`config.mk`:
```
export PLATFORM = sky130hd
export DESIGN_NAME = systolic_drain
export DESIGN_NICKNAME = d
export VERILOG_FILES = /design/src/rtl/systolic_drain.sv
export SDC_FILE = /design/constraint.sdc
export NUM_CORES = 1
export LEC_CHECK = 0
export ABC_CLOCK_PERIOD_IN_PS = 5700
export CAP_MARGIN = 40
export CELL_PAD_IN_SITES_DETAIL_PLACEMENT = 1
export CELL_PAD_IN_SITES_GLOBAL_PLACEMENT = 1
export CORE_MARGIN = 2
export CORE_UTILIZATION = 35
export CTS_BUF_LIST = sky130_fd_sc_hd__clkbuf_4
export CTS_CLUSTER_SIZE = 8
export DETAILED_ROUTE_END_ITERATION = 10
export PLACE_DENSITY = 0.69
export SLEW_MARGIN = 20
export SYNTH_ARGS = -nofsm -noshare
export SYNTH_HDL_FRONTEND = slang
export SYNTH_SLANG_ARGS = --single-unit
export TNS_END_PERCENT = 10
```
`constraint.sdc`:
```
create_clock -name clock -period 5.7 [get_ports clock]
set_clock_uncertainty 0.15 [all_clocks]
set_input_delay 0.57 -clock clock [delete_from_list [all_inputs] [get_ports clock]]
set_output_delay 0.57 -clock clock [all_outputs]
set_load 0.03 [all_outputs]
```
`src/rtl/systolic_drain.sv`:
```
// systolic_drain: captures a diagonally skewed N x N result tile from the systolic array and streams it out row by row.
module systolic_drain #(
  parameter int N = 4,
  parameter int W = 16,
  parameter int ROW_W = (N > 1) ? $clog2(N) : 1
) (
  input  logic             clock,
  input  logic             reset,
  input  logic             start,
  input  logic [N*W-1:0]   col_data,
  output logic [N-1:0]     cap_mask,
  output logic             busy,
  output logic             out_valid,
  input  logic             out_ready,
  output logic [N*W-1:0]   out_data,
  output logic [ROW_W-1:0] out_row,
  output logic             out_last
);
  localparam int KW = $clog2(2 * N);
  typedef enum logic [1:0] {IDLE, CAPTURE, DRAIN} state_t;
  state_t state;
  logic [KW-1:0] cnt;
  logic [KW-1:0] cnt_next;
  logic [ROW_W:0] ptr;
  logic [ROW_W-1:0] cur;
  logic [ROW_W-1:0] fin_row;
  logic [N-1:0] done;
  logic [N-1:0] next_mask;
  logic [N*W-1:0] row_data;
  logic [W-1:0] buffer [N][N];
  logic completing;
  logic avail;
  logic load;
  logic last_hs;
  // The last column of a row lands on the same edge the row may be presented, so it is bypassed from col_data.
  always_comb begin
    cnt_next = cnt + 1'b1;
    fin_row = ROW_W'(cnt - KW'(N - 1));
    cur = ptr[ROW_W-1:0];
    completing = cap_mask[N-1] && fin_row == cur;
    avail = !ptr[ROW_W] && (done[cur] || completing);
    load = !out_valid || out_ready;
    last_hs = out_valid && out_ready && out_last;
    for (int j = 0; j < N; j++) begin
      next_mask[j] = int'(cnt_next) >= j && int'(cnt_next) < j + N;
      row_data[j*W +: W] = (j == N - 1 && completing) ? col_data[j*W +: W] : buffer[cur][j];
    end
  end
  always_ff @(posedge clock)
    for (int j = 0; j < N; j++)
      if (cap_mask[j]) buffer[ROW_W'(cnt - KW'(j))][j] <= col_data[j*W +: W];
  always_ff @(posedge clock) begin
    if (!reset) begin
      state <= IDLE;
      cnt <= '0;
      cap_mask <= '0;
      busy <= 1'b0;
      out_valid <= 1'b0;
      out_data <= '0;
      out_row <= '0;
      out_last <= 1'b0;
      done <= '0;
      ptr <= '0;
    end else if (state == IDLE) begin
      if (start) begin
        state <= CAPTURE;
        busy <= 1'b1;
        cnt <= '0;
        cap_mask <= N'(1);
        done <= '0;
        ptr <= '0;
      end
    end else begin
      if (cap_mask[N-1]) done[fin_row] <= 1'b1;
      if (state == CAPTURE) begin
        if (cnt == KW'(2 * N - 2)) begin
          state <= DRAIN;
          cnt <= KW'(2 * N - 1);
          cap_mask <= '0;
        end else begin
          cnt <= cnt_next;
          cap_mask <= next_mask;
        end
      end
      if (load) begin
        out_valid <= avail;
        out_last <= avail && cur == ROW_W'(N - 1);
        if (avail) begin
          out_data <= row_data;
          out_row <= cur;
          ptr <= ptr + 1'b1;
        end
      end
      if (last_hs) begin
        state <= IDLE;
        busy <= 1'b0;
      end
    end
  end
endmodule

```
==> impl_metrics.ini <==
[worst_hold_path]
holdCritPathClass = input port to flip-flop

[layout]
regArea_sq_um = 9400
nNetsFinal = 1041
syn_to_final_growth_pct = 25.3
post-route-util_pct = 44.4
drive_above_1_share_pct = 23.0
nFillCells = 3659
multi_input_area_sq_um = 3230

[power]
leakagePower_uw = 0.00550
p_per_area_nw_per_um2 = 313
ir_drop_uv = 149
power_uw = 5050

[timing]
setup_tns_ns = 0
fin_crit_sh_pct = 58.3
hold_violations = 0
rsz0062_at_grt = no
final_max_slew_viol_count = 0
setup_viol = 0
fmax_ghz = 0.301
fin_hold_ws_ns = 0.165
period_needed_ns = 3.32
slew_headroom_pct = 50.5
tightest_slew_ns = 0.743
setup_slack_ns = 2.38

[floorplan]
core-area_sq_um = 36400
initial_core_util_pct = 35.4
die-width_um = 196
die_area_sq_um = 38400
chipHeight_um = 196
io_pins = 141
fp-row-count = 70

[routing]
post_drt_wl_per_cell_um = 20.5
vias = 7476
initialDrtViolationCount = 387
viasPerCell = 4.96
top_layer = met5
wl_met1_mm = 13.2
wl_met2_mm = 15.1
firstDrtPassIters = 5
ant_nets = 0
drt_wl_total_mm = 30.9
route.met3.wl_mm = 1.86
drc = 0

[global_routing]
grt_pass1_wl_mm = 48.0
grt_pass1_vias = 8080
grt_max_degree = 62
grt.total_usage_pct = 16.6
antenna_found_initial = 6
grt_remaining_overflow = 0

[synthesis]
synth_top_cell_by_area = edfxtp_1
synth_top_area_share_pct = 59.6
synth.net_count = 839
avgSynthCellArea_sq_um = 16.9
synth_simple_gate_area_share_pct = 6.46
ys_ff_latch = 341
ys_top_cells_by_area = edfxtp_1 (60%), dfxtp_1 (13%), mux4_2 (11%)
netlist_instances = 764
ys_async_sr_fraction_pct = 0
muxShareOfSynthArea_pct = 12.8
synth_compound_area_share_pct = 4.84
syn_area_sq_um = 12900
ys.flop_type = edfxtp_1
synthAdderAreaFrac_pct = 0.679
yosys.area_share.xor_xnor_pct = 0.330
synth_top_family_by_area = multiplexers
yosysUniqueCellTypes = 43
yosysWarnings = 0
synth-edff-count = 256
synth-seq-area-share_pct = 72.8

[clock_tree]
root_buffer = clkbuf_4
clk_pin_slew_worst_paths_ns = 0.07
cts_tree = done
cts_sinks = 341
clk_latency_ns = 0.71
postCtsSetupBuffers = 0
holdBufCountCts = 0
clock_path_buffers = 3
post_cts_resized = 0
cts_buffers = 90
htree_levels = 3

[setup_path]
critPathMaxFanout = 52
cp.required_ns = 6.19
cp-start-kind = flip-flop
crit_path_end_kind = flip-flop
arrival_ns = 3.82
criticalPathCategory = flip-flop to flip-flop

[placement]
place.gp.congestion = 0.688
pre_cts_slack_ns = 2.32
hpwl_mm = 20.0
port_buffers = 140

[run_status]
status = finished, final reports clean

[job]
maxCapViolCount = 0
==> metal layers <==
metal	vias to the layer above	global-route usage [%]
met5	-	0
met4	10	5.30
met3	61	5.36
met2	213	27.4
met1	3773	20.7
li1	3419	-
==> worst max-delay path, cell delays in order (launching register included) <==
cell and delay, ns:
dfxtp_1 0.55, inv_1 0.11, ha_1 0.38, xnor2_1 0.26
nand3_4 0.36, a2111oi_4 0.42, buf_4 0.46, buf_12 0.29
nand3_1 0.13, o21ai_0 0.10
==> final timing paths <==
path / start / to / slack [ns] / cells past startpoint
setup / recovery: cnt[0]$_SDFFE_PN0P_ / out_data[32]$_SDFFE_PN0P_ / 2.38 / 9
hold / removal: reset / state[1]$_SDFFE_PN0P_ / 0.16 / 3
setup reg to reg: cnt[0]$_SDFFE_PN0P_ / out_data[32]$_SDFFE_PN0P_ / 2.38 / 9
hold reg to reg: out_data[6]$_SDFFE_PN0P_ / out_data[6]$_SDFFE_PN0P_ / 0.31 / 2
==> final cells by class <==
class	instances	area share, %
sequential	341	58.1
antenna	1	0.0155
multi-input combinational	365	20.0
tap	468	3.62
clock inverter	32	0.960
inverter	4	0.0929
timing repair buffer	164	11.0
clock buffer	133	6.18
==> cells by family (layout without fill, tap and decap cells) <==
| logic type | count (synthesis) | in the layout |
|---|---|---|
| buffers and inverters | 58 | 333 |
| muxes | 83 | 83 |
| xor gates and xnor gates | 4 | 4 |
| DFF | 341 | 341 |
| AOI/OAI and AO/OA | 95 | 95 |
| adders and majority gates | 7 | 7 |
| and+or+nand+nor | 176 | 176 |
| other | 0 | 1 |
==> synth_stat cells (2+ instances only) <==
cell	count
a31oi_1	2
buf_6	4
o211ai_1	3
mux2i_1	17
edfxtp_1	256
inv_1	3
and2_1	16
a21boi_0	5
o21ai_0	43
nand3_1	58
dfxtp_1	85
buf_2	16
a21oi_1	4
nor2b_1	7
ha_1	7
nand2_1	78
a32oi_1	3
clkbuf_2	3
nand2b_1	3
o21ai_1	13
mux4_2	65
nor3_1	2
o211a_1	16
clkbuf_1	29
xnor2_1	3
nor2_1	6
==> sequential cells by signal (all words and copies together), names as in the netlist <==
| name | cells |
|---|---|
| buffer | 256 |
| out_data | 64 |
| cap_mask | 4 |
| done | 4 |
| cnt | 3 |
| ptr | 3 |
| out_row | 2 |
| state | 2 |
| busy | 1 |
| out_last | 1 |
| out_valid | 1 |
==> stage by stage <==
stage / cells / instance area, sq um
2_1_floorplan: 764 / 12900
3_3_place_gp: 1323 / 14700
3_5_place_dp: 1342 / 15000
4_1_cts: 1507 / 16200
5_1_grt: 1508 / 16200
6_report: 1508 / 16200
==> power by group <==
group,leakage (uW),internal [uW],switching [uW]
Clock,0.000682,1120,993
Sequential,0.00300,2710,16.6
Combinational,0.00182,92.5,120
==> layout by cell type, fill, tap and decap left out, types with 3 or more instances in the layout <==
master	Yosys	routed
xnor2_1	3	3
o21ai_0	43	43
o211ai_1	3	3
buf_16	0	4
o211a_1	16	16
clkdlybuf4s50_1	0	139
a32oi_1	3	3
a21oi_1	4	4
inv_2	1	4
buf_8	0	14
mux4_2	65	65
nand2_1	78	78
clkbuf_4	0	133
ha_1	7	7
dfxtp_1	85	83
nor2_1	6	6
edfxtp_1	256	256
nand2b_1	3	3
inv_1	3	3
buf_4	1	6
a21boi_0	5	5
nand3_1	58	58
nor2b_1	7	7
clkinv_1	0	25
o21ai_1	13	13
and2_1	16	16
mux2i_1	17	17
Power figures use the tool's default switching activity.
